==> config.mk <==
export PLATFORM = sky130hd
export DESIGN_NAME = traffic_light_monitor
export DESIGN_NICKNAME = d
export VERILOG_FILES = /design/src/rtl/tl_pkg.sv /design/src/rtl/tl_light_decode.sv /design/src/rtl/traffic_light_monitor.sv
export SDC_FILE = /design/constraint.sdc
export NUM_CORES = 1
export LEC_CHECK = 0
export CAP_MARGIN = 20
export CORE_ASPECT_RATIO = 1.2
export CORE_MARGIN = 2
export CORE_UTILIZATION = 38
export CTS_BUF_LIST = sky130_fd_sc_hd__clkbuf_4
export CTS_CLUSTER_SIZE = 14
export DETAILED_ROUTE_END_ITERATION = 6
export RECOVER_POWER = 25
export SLEW_MARGIN = 20
export SYNTH_ARGS = -nofsm -noshare
export SYNTH_HDL_FRONTEND = slang
export SYNTH_SLANG_ARGS = --single-unit
==> constraint.sdc <==
create_clock -name clk -period 4.81 [get_ports clk]
set_input_delay 0.962 -clock clk [delete_from_list [all_inputs] [get_ports clk]]
set_output_delay 0.962 -clock clk [all_outputs]
set_load 0.02 [all_outputs]
==> src/rtl/tl_pkg.sv <==
// Shared definitions for the traffic light controller and its monitor:
// phase and error encodings, the phase successor rule and default dwell times.
package tl_pkg;

  localparam logic [1:0] PH_NONE   = 2'd0;
  localparam logic [1:0] PH_RED    = 2'd1;
  localparam logic [1:0] PH_GREEN  = 2'd2;
  localparam logic [1:0] PH_YELLOW = 2'd3;

  localparam logic [2:0] ERR_NONE        = 3'd0;
  localparam logic [2:0] ERR_ENCODING    = 3'd1;
  localparam logic [2:0] ERR_ORDER       = 3'd2;
  localparam logic [2:0] ERR_DWELL_SHORT = 3'd3;
  localparam logic [2:0] ERR_DWELL_LONG  = 3'd4;

  localparam int DEF_RED_CYC    = 5;
  localparam int DEF_GREEN_CYC  = 4;
  localparam int DEF_YELLOW_CYC = 2;

  typedef enum logic {
    ST_SYNC  = 1'b0,
    ST_TRACK = 1'b1
  } tl_mon_state_e;

  function automatic logic [1:0] tl_next(input logic [1:0] p);
    case (p)
      PH_RED:    tl_next = PH_GREEN;
      PH_GREEN:  tl_next = PH_YELLOW;
      PH_YELLOW: tl_next = PH_RED;
      default:   tl_next = PH_NONE;
    endcase
  endfunction

endpackage

==> src/rtl/tl_light_decode.sv <==
// Combinational decode of the three lamp lines into a one-hot validity flag
// and the phase they represent.
module tl_light_decode
  import tl_pkg::*;
(
  input  logic       red_i,
  input  logic       yellow_i,
  input  logic       green_i,
  output logic       valid_o,
  output logic [1:0] phase_o
);

  always_comb begin
    valid_o = 1'b1;
    phase_o = PH_NONE;
    case ({red_i, green_i, yellow_i})
      3'b100:  phase_o = PH_RED;
      3'b010:  phase_o = PH_GREEN;
      3'b001:  phase_o = PH_YELLOW;
      default: valid_o = 1'b0;
    endcase
  end

endmodule

==> src/rtl/traffic_light_monitor.sv <==
// Passive checker of the traffic light outputs: one-hot encoding, phase order
// and per-phase dwell, plus a saturating count of fully legal light cycles.
module traffic_light_monitor
  import tl_pkg::*;
#(
  parameter int RED_CYC    = DEF_RED_CYC,
  parameter int GREEN_CYC  = DEF_GREEN_CYC,
  parameter int YELLOW_CYC = DEF_YELLOW_CYC,
  parameter int CNT_W      = 8
) (
  input  logic             clk,
  input  logic             reset,
  input  logic             red,
  input  logic             yellow,
  input  logic             green,
  output logic             locked,
  output logic [1:0]       phase,
  output logic             err_valid,
  output logic [2:0]       err_code,
  output logic             err_sticky,
  output logic             cycle_done,
  output logic [CNT_W-1:0] cycles_ok
);

  logic             s_valid;
  logic [1:0]       s_phase;

  tl_mon_state_e    state_q, state_d;
  logic [1:0]       phase_q, phase_d;
  logic [CNT_W-1:0] dwell_q, dwell_d;
  logic             first_q, first_d;
  logic             clean_q, clean_d;
  logic             inv_run_q, inv_run_d;
  logic             err_valid_q, err_valid_d;
  logic [2:0]       err_code_q, err_code_d;
  logic             err_sticky_q;
  logic             cycle_done_q, cycle_done_d;
  logic [CNT_W-1:0] cycles_ok_q;

  tl_light_decode u_decode (
    .red_i    (red),
    .yellow_i (yellow),
    .green_i  (green),
    .valid_o  (s_valid),
    .phase_o  (s_phase)
  );

  function automatic logic [CNT_W-1:0] cyc_of(input logic [1:0] p);
    case (p)
      PH_RED:    cyc_of = CNT_W'(RED_CYC);
      PH_GREEN:  cyc_of = CNT_W'(GREEN_CYC);
      PH_YELLOW: cyc_of = CNT_W'(YELLOW_CYC);
      default:   cyc_of = '0;
    endcase
  endfunction

  always_comb begin
    state_d      = state_q;
    phase_d      = phase_q;
    dwell_d      = dwell_q;
    first_d      = first_q;
    clean_d      = clean_q;
    inv_run_d    = 1'b0;
    err_valid_d  = 1'b0;
    err_code_d   = err_code_q;
    cycle_done_d = 1'b0;

    if (!s_valid) begin
      state_d   = ST_SYNC;
      phase_d   = PH_NONE;
      dwell_d   = '0;
      first_d   = 1'b0;
      clean_d   = 1'b0;
      inv_run_d = 1'b1;
      // Only the first sample of an invalid run is reported.
      if (!inv_run_q) begin
        err_valid_d = 1'b1;
        err_code_d  = ERR_ENCODING;
      end
    end else if (state_q == ST_SYNC) begin
      state_d = ST_TRACK;
      phase_d = s_phase;
      dwell_d = CNT_W'(1);
      first_d = 1'b1;
      clean_d = 1'b0;
    end else if (s_phase == phase_q) begin
      if (!(&dwell_q)) dwell_d = dwell_q + CNT_W'(1);
      if (dwell_q == cyc_of(phase_q)) begin
        err_valid_d = 1'b1;
        err_code_d  = ERR_DWELL_LONG;
        clean_d     = 1'b0;
      end
    end else if (s_phase != tl_next(phase_q)) begin
      phase_d     = s_phase;
      dwell_d     = CNT_W'(1);
      first_d     = 1'b1;
      clean_d     = 1'b0;
      err_valid_d = 1'b1;
      err_code_d  = ERR_ORDER;
    end else begin
      phase_d = s_phase;
      dwell_d = CNT_W'(1);
      first_d = 1'b0;
      if (!first_q && (dwell_q < cyc_of(phase_q))) begin
        err_valid_d = 1'b1;
        err_code_d  = ERR_DWELL_SHORT;
        clean_d     = 1'b0;
      end else if (s_phase == PH_RED) begin
        // A legal red entry both closes the previous window and opens a new one.
        cycle_done_d = clean_q;
        clean_d      = 1'b1;
      end
    end
  end

  always_ff @(posedge clk) begin
    if (reset) begin
      state_q      <= ST_SYNC;
      phase_q      <= PH_NONE;
      dwell_q      <= '0;
      first_q      <= 1'b0;
      clean_q      <= 1'b0;
      inv_run_q    <= 1'b0;
      err_valid_q  <= 1'b0;
      err_code_q   <= ERR_NONE;
      err_sticky_q <= 1'b0;
      cycle_done_q <= 1'b0;
      cycles_ok_q  <= '0;
    end else begin
      state_q      <= state_d;
      phase_q      <= phase_d;
      dwell_q      <= dwell_d;
      first_q      <= first_d;
      clean_q      <= clean_d;
      inv_run_q    <= inv_run_d;
      err_valid_q  <= err_valid_d;
      err_code_q   <= err_code_d;
      err_sticky_q <= err_sticky_q | err_valid_d;
      cycle_done_q <= cycle_done_d;
      if (cycle_done_d && !(&cycles_ok_q)) cycles_ok_q <= cycles_ok_q + CNT_W'(1);
    end
  end

  assign locked     = (state_q == ST_TRACK);
  assign phase      = phase_q;
  assign err_valid  = err_valid_q;
  assign err_code   = err_code_q;
  assign err_sticky = err_sticky_q;
  assign cycle_done = cycle_done_q;
  assign cycles_ok  = cycles_ok_q;

endmodule

Yosys cells after proc, flatten, opt, wreduce, memory -nomap -nowiden. Cells that the tools add are included.

Add/sub/neg operators: 2. Magnitude comparators: 1. Equal/unequal tests: 17. Muxes and demuxes: 49. Bitwise logic cells: 4. Reductions and logical operators: 13.

Operators by type and width (number): 8-bit two-way mux (7); 1-bit two-way mux (27); 3-bit two-way mux (7); 8-bit by 1-bit adder with 8-bit output, second input constant (2); 8-bit AND reduction (2); 2-bit case mux with 3 select lines (2); 2-bit two-way mux (5); 3-bit case mux with 3 select lines (1); 8-bit == test (1); 8-bit less-than comparator (1); 3-bit OR reduction (2); 2-bit by 1-bit == test with 1-bit output, second input constant (2); 2-bit == test, second input constant (2); 2-bit by 1-bit inequality test with 1-bit output, second input constant (2); 2-bit inequality test, second input constant (2); 4-bit by 1-bit inequality test with 1-bit output, second input constant (1); 4-bit AND reduction (1); 4-bit nonzero test (1); 4-bit OR reduction (1); 3-bit by 1-bit == test with 1-bit output, second input constant (1); 3-bit by 2-bit == test with 1-bit output, second input constant (1); 3-bit == test, second input constant (1); 3-bit by 2-bit inequality test with 1-bit output, second input constant (1); 3-bit inequality test, second input constant (1); 8 further kinds (12).

Bits in registers: 28. Bits of input ports: 5.

Logic depth before layout (Yosys ltp). Gate-level depths: netlist of the first run.

Word-level depth: 19. Mapped depth: 9. Depth with buffers taken out: 9.

Cells and area by module. A second synthesis of the first run with hierarchy kept.

Cell total of the unflattened synthesis: 171. Area, all modules: 1452.6 um^2.

By module, submodules not included: traffic_light_monitor (instances 1, cells an instance 165, area an instance 1416.4 um^2, sequential area each 560.5 um^2); tl_light_decode (instances 1, cells an instance 6, area an instance 36.3 um^2, sequential area each 0.0 um^2).

Least setup slack after synthesis of the first run. OpenSTA, ideal clock, no wires.

Kind: in2reg. Start: input red. End: register err_code_q[0] (netlist: err_code[0]). Setup time: 0.122 ns. Data arrival time: 2.438 ns. Data required time: 4.688 ns. Path slack: 2.250 ns. Stages on the path: 5. Cells stage by stage: buf_2 > maj3_2 > a221o_1 > a32o_1 > o311a_1.

Longest elaborated chain between the ends: 7. Elaborated cells on any way between the ends: 17.

RTL lines: start: declaration (line traffic_light_monitor.sv:13) `input logic red,`; 3-bit by 1-bit == test with 1-bit output, or another cell as far along (line tl_light_decode.sv:16) `case ({red_i, green_i, yellow_i})`; 2-bit case mux with 3 select lines (line tl_light_decode.sv:16); 2-bit inequality test (line traffic_light_monitor.sv:93) `end else if (s_phase != tl_next(phase_q)) begin`; 3-bit two-way mux (line traffic_light_monitor.sv:93); 3-bit two-way mux (line traffic_light_monitor.sv:86) `end else if (s_phase == phase_q) begin`; 3-bit two-way mux (line traffic_light_monitor.sv:80) `end else if (state_q == ST_SYNC) begin`; 3-bit two-way mux (line traffic_light_monitor.sv:68) `if (!s_valid) begin`; end signal: assignment (line traffic_light_monitor.sv:137) `err_code_q <= err_code_d;`; end: declaration (line traffic_light_monitor.sv:35) `logic [2:0] err_code_q, err_code_d;`.

Several ways; a longest one is shown, not always the timed one. The select of a mux whose other input is x is not followed. A chain may end at the register's enable or synchronous reset.

Worst setup path in the final report of the first run.
Start: input red. End: register cycles_ok_q[7] (netlist: cycles_ok[7]).

Longest elaborated chain between the ends: 10. Elaborated cells on any way between the ends: 16.

RTL lines: 3-bit by 1-bit == test with 1-bit output, or another cell as far along (line tl_light_decode.sv:16); 2-bit case mux with 3 select lines (line tl_light_decode.sv:16); 2-bit by 1-bit == test with 1-bit output (line traffic_light_monitor.sv:108) `end else if (s_phase == PH_RED) begin`; 1-bit two-way mux (line traffic_light_monitor.sv:108); 1-bit two-way mux (line traffic_light_monitor.sv:104) `if (!first_q && (dwell_q < cyc_of(phase_q))) begin`; 1-bit two-way mux (line traffic_light_monitor.sv:93); 1-bit two-way mux (line traffic_light_monitor.sv:86); 1-bit two-way mux (line traffic_light_monitor.sv:80); 1-bit two-way mux * (line traffic_light_monitor.sv:68); 1-bit logical AND * (line traffic_light_monitor.sv:140) `if (cycle_done_d && !(&cycles_ok_q)) cycles_ok_q <= cycles_ok_q + CNT_W'(1);`; end signal: assignment (line traffic_light_monitor.sv:140); end: declaration (line traffic_light_monitor.sv:38) `logic [CNT_W-1:0] cycles_ok_q;`.

Every way passes the cells marked *; elsewhere a longest branch is shown, timed or not.

==> qor.csv, run 1 <==
stage,metric,value,unit
routing,drc_errors,0,
place,place_area,0.00180,sq mm
power,ir_drop,0.109,mV
synthesis,ys_warn_count,0,
synthesis,avgSynthCellArea,8.56,sq um
setup_path,max_stage_delay,600,ps
clock_tree,numClockSinks,28,
global_route,grt_usage,15.7,%
floorplan,die-area,0.00461,sq mm
clock_tree,ctsResizeCount,0,
clock_tree,ctsHtreeMaxLevel,1,
global_route,grt_pass1_wl,5790,um
routing,dr.pass1.iters,4,
clock_tree,hold_buffers,0,
synthesis,syn_inst,181,
clock_tree,clk_pin_slew_worst_paths,130,ps
outcome,status,finished clean,
job,drv_cap,0,
floorplan,die_width,62.3,um
setup_path,cp_top_family,simple AND/OR/NAND/NOR gates,
sta,fmax,328,MHz
sta,skew,14.2,ps
clock_tree,clockBufferDepth,2,
cells_and_area,fill_cells,413,
synthesis,synth_area_leader_cell,dfxtp_1,
global_route,grt_overflow_total,0,
place,dp_slack,1380,ps
power,powerDensity,232,mW/mm^2
cells_and_area,mostFrequentLayoutCells,"nor2_1, dfxtp_1, nor3_1, clkdlybuf4s50_1",
global_route,antenna_found_initial,0,
setup_path,cpMaxStageDelayCell,clkdlybuf4s50_1,
setup_path,path_cells,clkdlybuf4s50_1 > nand2b_2 > or4_4 > a32oi_4 > nand3_2 > o211ai_1 > o31ai_1,
sta,post-route-min-period,3050,ps
floorplan,fp.coreArea,0.00394,sq mm
synthesis,async_flop_share,0,%
synthesis,synthesis.area,0.00155,sq mm
hold_path,hp-class,flip-flop to flip-flop,
setup_path,critPathKind,input pin to flip-flop,
global_route,grt_pass1_vias,1323,
routing,drtIter0Drc,93,
sta,slew-limit-headroom,63.8,%
clock_tree,cts_root_buffer,clkbuf_4,
setup_path,cp.arrival,3270,ps
power,power.leakage,0.000675,uW
sta,worst-slew-pin-transition,535,ps
place,gp_congestion,0.838,
cells_and_area,antenna_cells,0,
sta,fin_tns_setup,0,ps
cells_and_area,area_delta_synth_final,17.6,%
place,numPortBuffers,21,
floorplan,initial_utilization,39.3,%
routing,viasPerCell,5.35,
setup_path,cp-start-kind,input pin,
cells_and_area,layout.nets,215,
synthesis,synth_edf_count,0,
synthesis,synth_fp_nets,194,
synthesis,ys_seq_elements,28,
synthesis,synthFlopType,dfxtp_1,
routing,via_count,1360,
sta,finalHoldViolations,0,
cells_and_area,multi_input_area,925,sq um
sta,fin_crit_sh,63.3,%
place,hpwl,2530,um
setup_path,required,5030,ps
clock_tree,worst_skew_pair.late_latency,330,ps
floorplan,ioPinCount,22,
cells_and_area,seqCellArea,561,sq um
global_route,grt_max_degree,15,
synthesis,synth.area.top_cells,"dfxtp_1, nor2_1, ha_1",
setup_path,cp-end-kind,flip-flop,
setup_path,cp.buffers_inverters,1,
routing,wl_per_cell,12.9,um
synthesis,seq_area_frac_synth,36.2,%
floorplan,die_y,74.0,um
cells_and_area,post-route-cell-area,0.00182,sq mm
sta,finalSetupViolCount,0,
cells_and_area,drive_above_1_share,7.50,%
routing,drt-total-wl,3280,um
synthesis,yosysUniqueCellTypes,49,
sta,rsz0062_at_grt,false,
setup_path,path_max_fanout,11,
floorplan,std_cell_rows,25,
sta,slew_violations,0,
clock_tree,cts_tree,done,
routing,ant_nets,0,
clock_tree,cts_buffers,3,
sta,fin_ws,1760,ps
synthesis,yosys.area.top_type_share,36.2,%
clock_tree,post_cts_buffers,0,
[worst min-delay path, cell delays in order, from the launching register on]
cell and delay, ps:
dfxtp_1 340, nand2_1 50, o32ai_1 60
[kinds of logic after synthesis]
family                   after synthesis  synth area share [%]
flip-flops                            28                  36.2
adder cells (fa/ha/maj)                9                  7.18
multiplexers                           5                  3.31
AO/OA/AOI/OAI                         28                  14.9
AND/OR/NAND/NOR                       87                  29.1
XOR/XNOR                               9                  5.09
buffers and inverters                 15                  4.20
[path summary, 6_finish.rpt]
check	start	end	slack, ps	depth (start not counted)
max reg2reg	phase[0]	cycles_ok[7]	2230	9
min reg2reg	err_code[2]	err_code[2]	490	2
max	red	cycles_ok[7]	1760	7
min	err_code[2]	err_code[2]	490	2
[power by group]
part	leakage, uW	switching, uW	internal [uW]
Sequential	0.000228	5.81	239
Combinational	0.000433	45.3	35.0
Clock	0.0000138	67.5	29.4
Total	0.000675	119	303
[metal layers]
layer	up-vias	track usage [%]	wire length, um
met5	-	0	0
met4	0	5.93	48
met3	5	2.87	70
met2	16	31.2	1760
met1	650	16.8	1410
li1	689	-	-
[per-stage QoR]
stage,hold slack [ps],total power (uW),utilization [%],instances
2_1_floorplan,473,308,-,181
3_3_place_gp,472,331,45.7,251
3_5_place_dp,470,333,45.7,251
4_1_cts,491,429,46.3,254
5_1_grt,523,452,46.3,254
6_report,487,422,46.3,254
[area by class of cell]
type                    instances  area share (%)
repair buffers                 21            11.5
multi-input cells             138            50.7
clock buffers                   3            1.24
flip-flops and latches         28            30.7
inverters                      10            2.06
well taps                      54            3.71
[cell usage after synthesis, types with 4 or more instances]
cell	number
nor3_1	11
and3_1	5
xor2_1	6
nand3_1	8
dfxtp_1	28
mux2i_1	4
inv_1	10
nand2_1	9
nor2_1	28
nand4_1	5
ha_1	8
[registers in the layout, indices dropped and copies added, names as in the netlist]
register,cells
dwell_q,8
inv_run_q,1
err_sticky,1
first_q,1
phase,2
err_valid,1
locked,1
clean_q,1
err_code,3
cycle_done,1
cycles_ok,8
(Power assumes the default switching activity.)
==> run 2: changes to the inputs <==
==> constraint.sdc (replaced) <==
create_clock -name clk -period 2.8 [get_ports clk]
set_input_delay 0.56 -clock clk [delete_from_list [all_inputs] [get_ports clk]]
set_output_delay 0.56 -clock clk [all_outputs]
set_load 0.02 [all_outputs]
==> qor.csv, run 2 (same netlist as run 1, synthesis figures left out) <==
stage,metric,value,unit
outcome,status,finished clean,
clock_tree,worst_skew_pair.late_latency,340,ps
routing,ant_nets,0,
power,p_seq_share,49.8,%
clock_tree,cts_root_buffer,clkbuf_4,
sta,finalHoldViolations,0,
sta,post-route-min-period,2490,ps
cells_and_area,layout.nets,222,
sta,fmax,402,MHz
floorplan,ioPinCount,22,
global_route,grt_overflow_total,0,
routing,via_count,1368,
global_route,grt_pass1_wl,5640,um
setup_path,cp-end-kind,flip-flop,
cells_and_area,fill_cells,398,
place,dp_cells,258,
routing,viasPerCell,5.22,
place,gp_congestion,0.805,
power,power_switching,218,uW
cells_and_area,final-instance-count-excl-fill,262,
cells_and_area,drive_above_1_share,10.6,%
routing,m1WireLength,1470,um
setup_path,cp-start-kind,input pin,
cells_and_area,antenna_cells,0,
power,power.leakage,0.000723,uW
sta,finalSetupViolCount,0,
power,clockPowerShare,32.5,%
clock_tree,ctsResizeCount,0,
routing,drc_errors,0,
clock_tree,ctsHtreeMaxLevel,1,
routing,drtIter0Drc,35,
clock_tree,clk_pin_slew_worst_paths,160,ps
sta,slew-limit-headroom,63.6,%
setup_path,cp.arrival,2750,ps
clock_tree,hold_buffers,0,
power,ir_drop,0.188,mV
place,hpwl,2630,um
floorplan,die_y,74.0,um
power,p_sw_share,25.9,%
cells_and_area,area_delta_synth_final,23.5,%
clock_tree,post_cts_buffers,0,
cells_and_area,multi_input_area,925,sq um
setup_path,path_max_fanout,8,
hold_path,hp-class,flip-flop to flip-flop,
floorplan,die-area,0.00461,sq mm
sta,slew_violations,0,
global_route,grt_usage,15.3,%
job,drv_cap,0,
clock_tree,cts_buffers,3,
floorplan,fp.coreArea,0.00394,sq mm
floorplan,initial_utilization,39.3,%
routing,drt-total-wl,3320,um
setup_path,critPathKind,input pin to flip-flop,
cells_and_area,mostFrequentLayoutCells,"nor2_1, dfxtp_1, clkdlybuf4s50_1",
clock_tree,cts_tree,done,
routing,top_layer,met4,
sta,skew,1.04,ps
sta,fin_tns_setup,0,ps
power,combPwrFrac,17.6,%
power,powerDensity,439,mW/mm^2
setup_path,required,3060,ps
clock_tree,numClockSinks,28,
global_route,grt_pass1_vias,1290,
global_route,grt_max_degree,17,
global_route,antenna_found_initial,0,
clock_tree,clockBufferDepth,2,
sta,fin_crit_sh,88.9,%
routing,wl_met3,77,um
floorplan,die_width,62.3,um
sta,worst-slew-pin-transition,538,ps
routing,wl_met2,1690,um
routing,dr.pass1.iters,4,
power,intPower,624,uW
routing,wl_per_cell,12.7,um
sta,rsz0062_at_grt,false,
place,numPortBuffers,21,
floorplan,std_cell_rows,25,
cells_and_area,seqCellArea,561,sq um
==> run 2: changes by cell type in the layout (fill, tap and decap cells not counted) <==
cell	delta
clkdlybuf4s50_1	+1
bufinv_16	+1
dlygate4sd3_1	-1
buf_12	+1
clkbuf_1	+1
buf_4	+5
==> run 2: critical path, stage by stage <==
cell and delay, ps:
dlygate4sd3_1 640, clkbuf_1 190, or3b_2 480, o21a_1 170
nand2b_1 190, inv_1 90, nand2_1 180, nor3_1 260
==> run 2: final timing paths <==
path	from	to	slack (ps)	depth (start not counted)
worst max-delay path	yellow	dwell_q[2]	310	8
worst min-delay path	err_code[2]	err_code[2]	480	2
worst max register to register	phase[1]	err_code[0]	370	7
worst min register to register	err_code[2]	err_code[2]	480	2
==> run 2: per-stage QoR <==
step	area [sq um]	setup slack [ps]	util (%)	total power [uW]	hold slack (ps)
after global routing	1910	137	48.6	877	523
after global placement	1870	83.0	47.3	579	474
after floorplan	1550	401	-	529	473
after CTS	1920	368	48.7	849	493
after detailed placement	1870	39.6	47.3	581	472
final	1910	311	48.6	841	481
==> run 2: per-layer routing <==
metal  track usage, %  up-vias
li1                 -      702
met1             17.0      633
met2             29.8       23
met3             1.82       10
met4             6.67        0
met5                0        -
==> run 2: power groups by stage <==
stage	sequential (uW)	combinational [uW]	clock, uW
2_1_floorplan	438	91.0	0
3_3_place_gp	428	151	0
3_5_place_dp	428	152	0
4_1_cts	420	153	277
5_1_grt	421	165	291
6_report	419	148	274
==> run 2: cell type report <==
class	instances	share of cell area, %
multi-input cells	138	48.3
well taps	54	3.53
clock inverters	1	1.57
clock buffers	3	1.18
repair buffers	28	14.2
flip-flops and latches	28	29.3
inverters	10	1.96
